**src/rtl/rf_port_sched.sv**
```systemverilog
// Purpose: arbitrates the single register-file write port between CPU writeback, debug
//   accesses and (when RF_SCHED_CLEAR_EN is defined) a 31-cycle register clear sequencer.
// Latency: writes reach the port in the same cycle; debug read acks one cycle after the
//   request cycle. Backpressure: cpu_stall holds the CPU writeback/PC while it is pre-empted.
module rf_port_sched #(
  parameter int unsigned MAX_WAIT = 4
) (
  input  logic        clk,
  input  logic        rst,
  input  logic        wb_we,
  input  logic [4:0]  wb_rd,
  input  logic [31:0] wb_data,
  output logic        cpu_stall,
  input  logic        dbg_req,
  input  logic        dbg_wr,
  input  logic [4:0]  dbg_addr,
  input  logic [31:0] dbg_wdata,
  output logic        dbg_ack,
  output logic [31:0] dbg_rdata,
  input  logic        clr_start,
  output logic        clr_busy,
  output logic        clr_done,
  output logic        rf_we,
  output logic [4:0]  rf_waddr,
  output logic [31:0] rf_wdata,
  output logic [4:0]  rf_sel,
  input  logic [31:0] rf_sel_data
);

  typedef enum logic [1:0] {
    S_IDLE    = 2'd0,
    S_RD_WAIT = 2'd1
`ifdef RF_SCHED_CLEAR_EN
    ,
    S_CLEAR   = 2'd2
`endif
  } state_t;

  // Four bits covers the whole 1..15 range of the starvation limit.
  localparam logic [3:0] LP_MAX_WAIT = 4'(MAX_WAIT);

  state_t      r_state;
  state_t      w_state_nxt;
  logic [3:0]  r_wait_cnt;
  logic [3:0]  w_wait_nxt;
  logic [31:0] r_dbg_rdata;

  logic        w_dbg_wr_pend;
  logic        w_dbg_rd_pend;
  logic        w_rf_we;
  logic [4:0]  w_rf_waddr;
  logic [31:0] w_rf_wdata;
  logic [4:0]  w_rf_sel;
  logic        w_stall;
  logic        w_ack;
  logic        w_rd_cap;

`ifdef RF_SCHED_CLEAR_EN
  logic [4:0]  r_clr_idx;
  logic        r_clr_done;
  logic        w_clr_entry;
  logic        w_clr_last;
`endif

  // The requester holds dbg_req until the ack, so a high request in IDLE is pending work.
  assign w_dbg_wr_pend = dbg_req & dbg_wr;
  assign w_dbg_rd_pend = dbg_req & ~dbg_wr;

  // Port arbitration and next-state decode
  always_comb begin
    w_state_nxt = r_state;
    w_wait_nxt  = r_wait_cnt;
    w_rf_we     = 1'b0;
    w_rf_waddr  = 5'd0;
    w_rf_wdata  = 32'd0;
    w_rf_sel    = 5'd0;
    w_stall     = 1'b0;
    w_ack       = 1'b0;
    w_rd_cap    = 1'b0;
`ifdef RF_SCHED_CLEAR_EN
    w_clr_entry = 1'b0;
    w_clr_last  = 1'b0;
`endif
    case (r_state)
      S_IDLE: begin
`ifdef RF_SCHED_CLEAR_EN
        // Clear start wins over everything; debug requests simply stay pending.
        if (clr_start) begin
          w_state_nxt = S_CLEAR;
          w_stall     = 1'b1;
          w_clr_entry = 1'b1;
        end else
`endif
        begin
          if (w_dbg_wr_pend && (!wb_we || (r_wait_cnt == LP_MAX_WAIT))) begin
            // Debug write takes the port; a competing writeback is held off.
            w_rf_we    = 1'b1;
            w_rf_waddr = dbg_addr;
            w_rf_wdata = dbg_wdata;
            w_ack      = 1'b1;
            w_stall    = wb_we;
            w_wait_nxt = 4'd0;
          end else if (wb_we) begin
            w_rf_we    = 1'b1;
            w_rf_waddr = wb_rd;
            w_rf_wdata = wb_data;
            // Count how long the debug write has been starved by writeback.
            if (w_dbg_wr_pend) begin
              w_wait_nxt = r_wait_cnt + 4'd1;
            end
          end
          // Reads use the separate select port, so writeback keeps flowing. The value
          // captured at the edge is the pre-write contents of the register.
          if (w_dbg_rd_pend) begin
            w_rf_sel    = dbg_addr;
            w_rd_cap    = 1'b1;
            w_state_nxt = S_RD_WAIT;
          end
        end
      end
      S_RD_WAIT: begin
        // Read data is already registered; acknowledge and ignore requests this cycle.
        w_ack       = 1'b1;
        w_state_nxt = S_IDLE;
        if (wb_we) begin
          w_rf_we    = 1'b1;
          w_rf_waddr = wb_rd;
          w_rf_wdata = wb_data;
        end
      end
`ifdef RF_SCHED_CLEAR_EN
      S_CLEAR: begin
        // One register zeroed per cycle; the CPU is frozen for the whole sweep.
        w_rf_we    = 1'b1;
        w_rf_waddr = r_clr_idx;
        w_rf_wdata = 32'd0;
        w_stall    = 1'b1;
        if (r_clr_idx == 5'd31) begin
          w_state_nxt = S_IDLE;
          w_clr_last  = 1'b1;
        end
      end
`endif
      default: begin
        w_state_nxt = S_IDLE;
      end
    endcase
  end

  // State, starvation counter and debug read capture
  always_ff @(posedge clk or posedge rst) begin
    if (rst) begin
      r_state     <= S_IDLE;
      r_wait_cnt  <= 4'd0;
      r_dbg_rdata <= 32'd0;
    end else begin
      r_state    <= w_state_nxt;
      r_wait_cnt <= w_wait_nxt;
      if (w_rd_cap) begin
        r_dbg_rdata <= rf_sel_data;
      end
    end
  end

`ifdef RF_SCHED_CLEAR_EN
  // Clear index walks 1..31; the done pulse follows the final write
  always_ff @(posedge clk or posedge rst) begin
    if (rst) begin
      r_clr_idx  <= 5'd0;
      r_clr_done <= 1'b0;
    end else begin
      r_clr_done <= w_clr_last;
      if (w_clr_entry) begin
        r_clr_idx <= 5'd1;
      end else if (w_clr_last) begin
        r_clr_idx <= 5'd0;
      end else if (r_state == S_CLEAR) begin
        r_clr_idx <= r_clr_idx + 5'd1;
      end
    end
  end

  assign clr_busy = (r_state == S_CLEAR);
  assign clr_done = r_clr_done;
`else
  logic w_unused_clr_start;
  assign w_unused_clr_start = clr_start;
  assign clr_busy           = 1'b0;
  assign clr_done           = 1'b0;
`endif

  // Combinational strobes are masked by rst so reset silences the port immediately.
  assign rf_we     = w_rf_we & ~rst;
  assign rf_waddr  = w_rf_waddr;
  assign rf_wdata  = w_rf_wdata;
  assign rf_sel    = w_rf_sel;
  assign cpu_stall = w_stall & ~rst;
  assign dbg_ack   = w_ack & ~rst;
  assign dbg_rdata = r_dbg_rdata;

endmodule

```
**config.mk**
```make
export PLATFORM = sky130hd
export DESIGN_NAME = rf_port_sched
export DESIGN_NICKNAME = d
export VERILOG_FILES = /design/src/rtl/rf_port_sched.sv
export SDC_FILE = /design/constraint.sdc
export NUM_CORES = 1
export LEC_CHECK = 0
export CORE_ASPECT_RATIO = 1.75
export CORE_UTILIZATION = 30
export DETAILED_ROUTE_END_ITERATION = 7
export PLACE_DENSITY = 0.85
export SLEW_MARGIN = 40
export SYNTH_ARGS = -nofsm -noshare
export SYNTH_HDL_FRONTEND = slang
export SYNTH_SLANG_ARGS = --single-unit
```
**constraint.sdc**
```tcl
create_clock -name clk -period 1.9 [get_ports clk]
set_input_delay 0.475 -clock clk [delete_from_list [all_inputs] [get_ports clk]]
set_output_delay 0.475 -clock clk [all_outputs]
set_load 0.02 [all_outputs]
```
Yosys cells after proc, flatten, opt, wreduce, memory -nomap -nowiden
Cells that the tools add are included.
{"block": "word_totals", "register_bits": 38, "inputBits": 112, "word_cells": 43}
{"block": "op_classes", "addsub": 1, "eq_ne": 3, "mux": 22, "n_bitwise": 7, "n_reduce_logical": 7}
{"op": "$mux 32", "count": 2}
{"op": "$pmux 32 s2", "count": 1}
{"op": "$mux 5", "count": 4}
{"op": "$mux 4", "count": 3}
{"op": "$pmux 5 s2", "count": 1}
{"op": "$mux 1", "count": 7}
{"op": "$and 1x1->1", "count": 5}
{"op": "$add 4x1->4 const B", "count": 1}
{"op": "$eq 4x3->1 const B", "count": 1}
{"op": "$mux 2", "count": 2}
{"op": "$pmux 1 s2", "count": 2}
{"op": "$reduce_bool 2->1", "count": 2}
{"op": "$reduce_and 3->1", "count": 1}
{"op": "$eq 2x1->1 const B", "count": 1}
{"op": "$logic_not 2->1", "count": 1}
{"op": "$ne 2x2->1 const B", "count": 1}
{"op": "$not 1->1", "count": 2}
{"op": "$logic_and 1x1->1", "count": 1}
{"op": "$logic_not 1->1", "count": 1}
{"op": "$logic_or 1x1->1", "count": 1}

Depth between registers and ports, before layout
Gate-level depths: netlist of run 1.
{"block": "depth", "word_depth": 6, "ltp_mapped": 7}

Worst setup path after synthesis of run 1
OpenSTA, ideal clock, no wires.
{"block": "synth_timing", "kind": "register to output", "start": "reg r_wait_cnt[0]", "end": "out rf_waddr[0]", "arrival_ns": 1.664, "t_required_ns": 1.425, "path_slack_ns": -0.239, "path_stages_with_launch": 8, "path_buffers": 2, "path_cell_list": "dfrtp_1 inv_1 ha_1 nand3b_4 a21oi_4 buf_12 buf_12 mux2i_1"}
{"block": "synth_between", "elab_chain_cells": 5}
{"item": "from (decl)", "line": "44", "text": "logic [3:0] r_wait_cnt;"}
{"item": "from (signal assigned)", "line": "158", "text": "r_wait_cnt <= w_wait_nxt;"}
{"item": "$eq 4x3->1", "line": "95", "text": "if (w_dbg_wr_pend && (!wb_we || (r_wait_cnt == LP_MAX_WAIT))) begin"}
{"item": "$logic_or 1x1->1", "line": "95"}
{"item": "$logic_and 1x1->1", "line": "95"}
{"item": "$mux 5", "line": "95"}
{"item": "$pmux 5 s2", "line": "84", "text": "case (r_state)"}
{"item": "to (decl)", "line": "24", "text": "output logic [4:0] rf_waddr,"}
Every way passes these cells.

Final worst setup path of run 1
{"block": "layout_timing", "start": "reg r_wait_cnt[1]", "end": "out rf_wdata[31]"}
{"block": "layout_between", "elab_chain_cells": 5}
{"item": "$eq 4x3->1", "line": "95"}
{"item": "$logic_or 1x1->1", "line": "95"}
{"item": "$logic_and 1x1->1", "line": "95"}
{"item": "$mux 32", "line": "95"}
{"item": "$pmux 32 s2", "line": "84"}
{"item": "to (decl)", "line": "25", "text": "output logic [31:0] rf_wdata,"}
Every way passes these cells.

==> qor.yml, run 1 <==
rsz0062_at_grt: "yes"
setup_viol: 39
cts_tree: "yes"
cp.depth: 9
track_usage_pct: 20.6
yosysWarnings: 0
max_freq_mhz: 418
cp-end-kind: "output pin"
final_net_count: 554
period_needed_ns: 2.39
root_buffer: "clkbuf_16"
place_ws_ns: -1.16
grt_max_degree: 38
cap_violations: 0
powerDensity_nw_per_um2: 638
crit_required_ns: 1.42
die_w_um: 68.7
violations: "negative setup slack"
r2r_slack_ns: 0.20
port_buffers: 187
synth_seq_area_share_pct: 39.6
max-vdd-ir-drop_mv: 1.09
rr_endpoint: "dbg_rdata[1]$_DFFE_PP0P_"
gp_congestion: 0.736
crit_top_cell: "buf_12"
clockBufferDepth: 2
status: "finished with violations"
setup_ws_ns: -0.492
ys_ff_latch: 37
synthToLayoutAreaGrowth_pct: 118
sw_frac_of_total_pct: 30.4
critPathTopFamily: "buffers and inverters"
final_cells: 528
cp_cell_sequence: "inv_2 > ha_4 > nand3b_4 > a21oi_4 > buf_12 > buf_12 > buf_16 > mux2i_1 > buf_4"
avgRoutedWirePerCell_um: 15.3
startpoint: "r_wait_cnt[1]$_DFFE_PP0P_"
clk_pin_slew_worst_paths_ns: 0.05
antenna_left: 0
num_antenna_cells: 0
post-dp-hpwl_mm: 6.12
core_area_um2: 7570
initial_utilization_pct: 30.9
vias: 2461
period_share_pct: 126
drt-vias-per-instance: 4.66
cts_buffers: 5
p_switching_uw: 989
p_leak_nw: 2.21
netlist_instances: 232
first_iter_violations: 45
slowest_delay_ns: 0.38
worstHoldPathCells: 1
r2r_start: "r_state[0]$_DFFE_PP0P_"
skew_ns: 0.00128
dp.cells: 510
grt_pass1_vias: 2699
drc: 0
arrival_ns: 1.92
final_common_cell: "clkdlybuf4s50_1"
ios: 191
p_comb_share_pct: 44.7
final_max_slew_viol_count: 0
dr.pass1.iters: 4
cell_internal_pwr_mw: 2.27
worstSetupStartpointType: "flop"
insertion_delay_ns: 0.28
cts.htree.levels: 2
finalPower_mw: 3.26
n_fill_cell: 539
die_y_um: 119
clkPwrFrac_pct: 24.6
multiInputGateArea_um2: 1530
clock-sinks: 37
synth.distinct_cells: 30
antenna_found_initial: 0
die_area_um2: 8170
drive_gt1_share_pct: 32.0
placementRows: 42
gr-total-overflow: 0
synth_area_um2: 2340
cp-endpoint: "rf_wdata[31]"
wl_mm: 8.08
ff_latch_area_um2: 926
path_buf_inv: 5
hp-class: "reg2reg"
slowest_stage: "dfrtp_1"
hold_viol_final: 0
reg2regPathDepth: 5
layout_common_cells: "clkdlybuf4s50_1, inv_1, nand2_1"
path_class: "reg2out"
p_seq_share_pct: 30.7
syn-mean-instance-area_um2: 10.1
cp_max_fo: 6
grt_pass1_wl_mm: 12.4
## per-layer routing
| metal | global-route usage [%] | vias to the layer above | part of all wire, % |
|---|---|---|---|
| met3 | 7.05 | 9 | 12 |
| li1 | - | 1159 | - |
| met5 | 0 | - | 0 |
| met2 | 39.5 | 138 | 56 |
| met1 | 18.2 | 1155 | 30 |
| met4 | 7.53 | 0 | 1.8 |
## registers in the layout, indices dropped and copies added, names as in the netlist
name	cells
r_state	1
dbg_rdata	32
r_wait_cnt	4
## power by group through the flow
stage | registers [mW] | logic (mW) | clock network [mW]
finish | 1.00 | 1.45 | 0.801
global route | 1.02 | 1.54 | 0.851
CTS | 1.00 | 1.47 | 0.817
detailed placement | 1.01 | 1.37 | 0
global placement | 0.997 | 1.34 | 0
floorplan | 1.16 | 0.518 | 0
## cell usage after synthesis
cell type / n / area share, %
o22ai_1: 1 / 0.27
buf_4: 4 / 1.3
o21ai_0: 2 / 0.43
nor2_1: 2 / 0.32
nand3b_4: 1 / 0.86
buf_12: 4 / 3.4
inv_1: 42 / 6.7
a21oi_4: 1 / 0.70
o21a_1: 1 / 0.32
nand4_1: 1 / 0.27
buf_1: 1 / 0.16
mux2_1: 14 / 6.7
nor3b_2: 1 / 0.53
nand2_1: 39 / 6.3
dfrtp_1: 37 / 40
mux2i_1: 38 / 16
nor4b_1: 1 / 0.37
nand3b_2: 1 / 0.48
ha_1: 2 / 1.1
clkbuf_1: 3 / 0.48
a31oi_1: 2 / 0.53
a21oi_1: 1 / 0.21
and3b_2: 1 / 0.43
buf_6: 1 / 0.48
buf_2: 2 / 0.43
mux2_2: 18 / 8.7
conb_1: 1 / 0.16
nand2b_1: 2 / 0.53
and2_1: 5 / 1.3
nand3_1: 3 / 0.64
## timing repair
item / in CTS / in global routing
pin swaps: 4 / 2
gates resized for setup: 277 / 6
hold buffers: 0 / 0
endpoints found under the setup margin: 77 / 61
cloned: 4 / 0
setup buffers: 8 / 3
## per-stage QoR
step	util, %	hold slack, ns	cell area (um2)	TNS (ns)
floorplan	-	0.439	2740	-3.02
global placement	62.5	0.466	4730	-58.67
detailed placement	62.5	0.477	4730	-61.39
CTS	67.7	0.486	5120	-18.03
global route	67.4	0.512	5100	-19.18
finish	67.4	0.480	5100	-15.70
## kinds of logic (layout without fill, tap and decap cells)
group,after synthesis,count (layout),share of synthesized area [%]
buffers and inverters,57,264,13.0
AOI/OAI and AO/OA,8,8,2.46
other,1,2,0.160
muxes,70,70,31.7
and+or+nand+nor,57,57,12.0
adders and majority gates,2,2,1.07
DFF,37,37,39.6
## worst min path at each step
stage	slack (ns)	startpoint	to
2_1_floorplan	0.44	rst	dbg_rdata[0]$_DFFE_PP0P_
3_3_place_gp	0.47	dbg_rdata[24]$_DFFE_PP0P_	dbg_rdata[24]$_DFFE_PP0P_
3_5_place_dp	0.48	dbg_rdata[14]$_DFFE_PP0P_	dbg_rdata[14]$_DFFE_PP0P_
4_1_cts	0.49	dbg_rdata[14]$_DFFE_PP0P_	dbg_rdata[14]$_DFFE_PP0P_
5_1_grt	0.51	dbg_rdata[23]$_DFFE_PP0P_	dbg_rdata[23]$_DFFE_PP0P_
6_report	0.48	dbg_rdata[14]$_DFFE_PP0P_	dbg_rdata[14]$_DFFE_PP0P_
## layout make-up
cell class              instances  area share [%]
clock buffers                   7            2.80
inverters                      42            3.16
multi-input cells             139            30.0
flip-flops and latches         37            18.2
well taps                      88            2.16
repair buffers                215            43.8
(Power assumes the default switching activity.)
==> run 2, diff against run 1 <==
Settings changed: CTS_BUF_LIST set to sky130_fd_sc_hd__clkbuf_16.
==> qor.yml, run 2 (synthesized netlist as in run 1, its figures left out) <==
cap_violations: 0
slowest_delay_ns: 0.38
rsz0062_at_grt: "yes"
path_buf_inv: 5
min_from: "dbg_rdata[14]$_DFFE_PP0P_"
grt_max_degree: 38
slowest_stage: "dfrtp_1"
min_to: "dbg_rdata[14]$_DFFE_PP0P_"
cp_max_fo: 6
clkPwrFrac_pct: 23.5
dr.pass1.iters: 4
cts.htree.levels: 2
ios: 191
arrival_ns: 1.92
port_buffers: 187
initial_utilization_pct: 30.9
vias: 2464
placed_area_um2: 4730
avgRoutedWirePerCell_um: 15.2
worstHoldPathCells: 1
setup-tns-final_ns: -15.70
die_w_um: 68.7
post-dp-hpwl_mm: 6.12
r2r_slack_ns: 0.20
gp_congestion: 0.736
period_share_pct: 126
max-vdd-ir-drop_mv: 1.09
drt-vias-per-instance: 4.67
p_comb_share_pct: 45.3
largest_register_ffs: 32
root_buffer: "clkbuf_16"
rr_endpoint: "dbg_rdata[1]$_DFFE_PP0P_"
hp-class: "reg2reg"
clockBufferDepth: 2
max_freq_mhz: 418
sw_frac_of_total_pct: 30.7
insertion_delay_ns: 0.28
skew_ns: 0.00144
hold_buffers: 0
hold_viol_final: 0
cts_buffers: 5
gr-total-overflow: 0
clock-sinks: 37
track_usage_pct: 20.6
grt_pass1_vias: 2698
crit_top_cell: "buf_12"
critPathTopFamily: "buffers and inverters"
crit_required_ns: 1.42
first_iter_violations: 42
setup_viol: 39
reg2regPathDepth: 5
worstSetupStartpointType: "flop"
r2r_start: "r_state[0]$_DFFE_PP0P_"
cp_cell_sequence: "inv_2 > ha_4 > nand3b_4 > a21oi_4 > buf_12 > buf_12 > buf_16 > mux2i_1 > buf_4"
place_ws_ns: -1.16
final_net_count: 554
drive_gt1_share_pct: 31.8
layout_common_cells: "clkdlybuf4s50_1, inv_1, nand2_1"
wl_mm: 8.04
die_y_um: 119
fin_area_um2: 5090
final_max_slew_viol_count: 0
clk_pin_slew_worst_paths_ns: 0.05
placementRows: 42
cts_tree: "yes"
cell_internal_pwr_mw: 2.22
num_antenna_cells: 0
setup_ws_ns: -0.492
finalPower_mw: 3.20
path_class: "reg2out"
powerDensity_nw_per_um2: 630
synthToLayoutAreaGrowth_pct: 118
final_common_cell: "clkdlybuf4s50_1"
antenna_left: 0
core_area_um2: 7570
period_needed_ns: 2.39
antenna_found_initial: 0
drc: 0
p_leak_nw: 2.21
grt_pass1_wl_mm: 12.4
p_seq_share_pct: 31.2
die_area_um2: 8170
cp-end-kind: "output pin"
p_switching_uw: 984
violations: "negative setup slack"
status: "finished with violations"
==> run 2: cell count changes in the layout (fill, tap and decap cells not counted), sizes merged <==
cell | before | now
clkbuf | 7 | 5
clkinv | 0 | 1
inv | 41 | 42
==> run 2: worst reg2reg max path, delay by kind of cell (launching register included) <==
family | cells | cell delay (ns)
muxes | 1 | 0.41
and+or+nand+nor | 1 | 0.21
buffers and inverters | 3 | 0.57
DFF | 1 | 0.40
==> run 2: per-layer routing <==
layer  GRT usage, %  vias to the layer above  share of wire (%)
met5              0                        -                  0
met1           18.2                     1162                 29
met3           7.14                        9                 13
met4           7.53                        0                1.8
met2           39.5                      138                 56
li1               -                     1155                  -
==> run 2: power by group through the flow <==
stage / clock (mW) / sequential, mW / combinational, mW
floorplan: 0 / 1.16 / 0.518
global placement: 0 / 0.997 / 1.34
detailed placement: 0 / 1.01 / 1.37
CTS: 0.770 / 1.00 / 1.47
global route: 0.806 / 1.02 / 1.54
finish: 0.752 / 0.999 / 1.45
==> run 2: timing repair <==
action | 4_1_cts | 5_1_grt
endpoints found under the setup margin | 77 | 61
endpoints found under the hold margin | 0 | 0
resized for setup | 277 | 6
gates cloned | 4 | 0
pin swaps | 4 | 2
setup buffers | 8 | 3
==> run 2: worst max-delay path by stage <==
stage                                    from            to  cells after the start
floorplan           r_wait_cnt[0]$_DFFE_PP0P_  rf_wdata[10]                      7
global placement                      dbg_req  rf_wdata[22]                      6
detailed placement                     dbg_wr  rf_wdata[15]                      6
CTS                 r_wait_cnt[1]$_DFFE_PP0P_  rf_wdata[31]                      9
global route        r_wait_cnt[1]$_DFFE_PP0P_  rf_wdata[31]                      9
finish              r_wait_cnt[1]$_DFFE_PP0P_  rf_wdata[31]                      9
==> run 2: area by class of cell <==
cell class,count,area (um2)
Clock inverter,2,7.51
Sequential cell,37,926
Clock buffer,5,125
Inverter,42,161
Timing Repair Buffer,215,2230
Fill cell,536,2480
Multi-Input combinational cell,139,1530
Tap cell,88,110
==> run 2: metrics by stage <==
step	utilization [%]	hold slack, ns	cells
finish	67.3	0.480	528
CTS	67.5	0.486	528
global placement	62.5	0.466	510
floorplan	-	0.439	233
detailed placement	62.5	0.477	510
global route	67.3	0.512	528
==> run 3, diff against run 2 <==
Settings changed: GPL_TIMING_DRIVEN set to 0.
Clock period 1.9 ns to 2.04 ns, I/O delays scaled along.
==> qor.yml, run 3 (synthesized netlist as in run 1, its figures left out) <==
worstSetupStartpointType: "flop"
avgRoutedWirePerCell_um: 15.0
p_leak_nw: 2.20
final_max_slew_viol_count: 0
cts_tree: "yes"
hold_buffers: 0
slowest_stage: "dfrtp_1"
setup_viol: 39
die_y_um: 119
wl_mm: 8.00
cts_buffers: 5
rsz0062_at_grt: "yes"
cp-end-kind: "output pin"
setup_ws_ns: -0.345
max_freq_mhz: 419
hold_viol_final: 0
largest_register_ffs: 32
port_buffers: 186
drc: 0
status: "finished with violations"
layout_common_cells: "clkdlybuf4s50_1, buf_4, inv_1, nand2_1, dfrtp_1"
die_area_um2: 8170
hp-class: "reg2reg"
clock-sinks: 37
clockBufferDepth: 2
track_usage_pct: 19.4
initial_utilization_pct: 30.9
final_common_cell: "clkdlybuf4s50_1"
grt_max_degree: 20
root_buffer: "clkbuf_16"
period_needed_ns: 2.38
clk_pin_slew_worst_paths_ns: 0.06
fin_hold_ws_ns: 0.491
finalPower_mw: 3.16
drive_gt1_share_pct: 31.8
antenna_left: 0
vias: 2421
first_iter_violations: 34
final_cells: 532
core_area_um2: 7570
path_buf_inv: 4
placementRows: 42
post-dp-hpwl_mm: 5.98
gr-total-overflow: 0
dr.pass1.iters: 3
die_w_um: 68.7
grt_pass1_wl_mm: 11.6
n_fill_cell: 577
powerDensity_nw_per_um2: 662
cap_violations: 0
cp_max_fo: 8
grt_pass1_vias: 2567
cp_cell_sequence: "inv_2 > ha_4 > nand3b_4 > a21oi_4 > buf_12 > clkbuf_16 > mux2i_2 > buf_4"
critPathTopFamily: "buffers and inverters"
max-vdd-ir-drop_mv: 0.688
antenna_found_initial: 0
final_net_count: 557
crit_required_ns: 1.53
insertion_delay_ns: 0.28
drt-vias-per-instance: 4.55
path_class: "reg2out"
gp_congestion: 0.752
violations: "negative setup slack"
skew_ns: 0.00244
period_share_pct: 117
arrival_ns: 1.87
dp.cells: 507
num_antenna_cells: 0
slowest_delay_ns: 0.39
synthToLayoutAreaGrowth_pct: 104
cts.htree.levels: 2
ios: 191
==> run 3: cell count changes in the layout (fill, tap and decap cells not counted), moves of 2 or more <==
cell	previous run	this run
buf_4	26	49
buf_2	4	6
clkbuf_1	0	2
mux2i_4	30	4
buf_6	36	10
mux2i_2	0	26
dlygate4sd2_1	0	2
bufinv_16	0	2
buf_16	4	0
==> run 3: power breakdown <==
group | leakage (nW) | switching (mW) | internal [mW]
sequential | 0.443 | 0.0713 | 0.860
clock | 0.0938 | 0.298 | 0.698
combinational | 1.66 | 0.540 | 0.696
total | 2.20 | 0.909 | 2.25
==> run 3: per-layer routing <==
layer / track usage (%) / share of wire [%] / vias to the layer above / routed length [um]
li1: - / - / 1155 / -
met3: 5.60 / 11 / 9 / 907
met2: 39.2 / 56 / 146 / 4510
met5: 0 / 0 / - / 0
met4: 7.78 / 1.6 / 0 / 131
met1: 15.7 / 31 / 1111 / 2450
==> run 3: layout make-up <==
class | instances | area [um2] | share of cell area, %
repair inverters | 1 | 7.51 | 0.157
clock buffers | 5 | 125 | 2.62
flip-flops and latches | 37 | 926 | 19.4
well taps | 88 | 110 | 2.30
repair buffers | 203 | 1930 | 40.5
multi-input cells | 139 | 1300 | 27.3
clock inverters | 3 | 65.1 | 1.36
inverters | 42 | 161 | 3.38
plain buffers | 14 | 146 | 3.06
==> run 3: timing repair <==
item                       in CTS  in global routing
setup endpoints to repair      45                 45
pin swaps                       3                  3
setup buffers                  13                  4
cloned                          4                  1
resized for setup             247                  5
==> run 3: path summary, 6_finish.rpt <==
path                       cells after the start                 startpoint                         to  slack, ns
hold / removal                                 1  dbg_rdata[15]$_DFFE_PP0P_  dbg_rdata[15]$_DFFE_PP0P_       0.49
hold reg to reg                                1  dbg_rdata[15]$_DFFE_PP0P_  dbg_rdata[15]$_DFFE_PP0P_       0.49
max in group asynchronous                      2                        rst  dbg_rdata[23]$_DFFE_PP0P_       1.27
setup reg to reg                               5     r_state[0]$_DFFE_PP0P_  dbg_rdata[23]$_DFFE_PP0P_       0.42
min in group asynchronous                      2                        rst  dbg_rdata[17]$_DFFE_PP0P_       0.50
setup / recovery                               8  r_wait_cnt[1]$_DFFE_PP0P_               rf_wdata[21]      -0.34
==> run 3: metrics by stage <==
stage	setup TNS, ns	util (%)	setup WS [ns]	area (um2)
after floorplan	-1.24	-	-0.0453	2490
after global placement	-46.48	58.9	-1.16	4460
after detailed placement	-47.76	58.9	-1.18	4460
after CTS	-13.74	63.5	-0.412	4810
after global routing	-14.47	63.1	-0.430	4780
final	-11.37	63.1	-0.345	4780
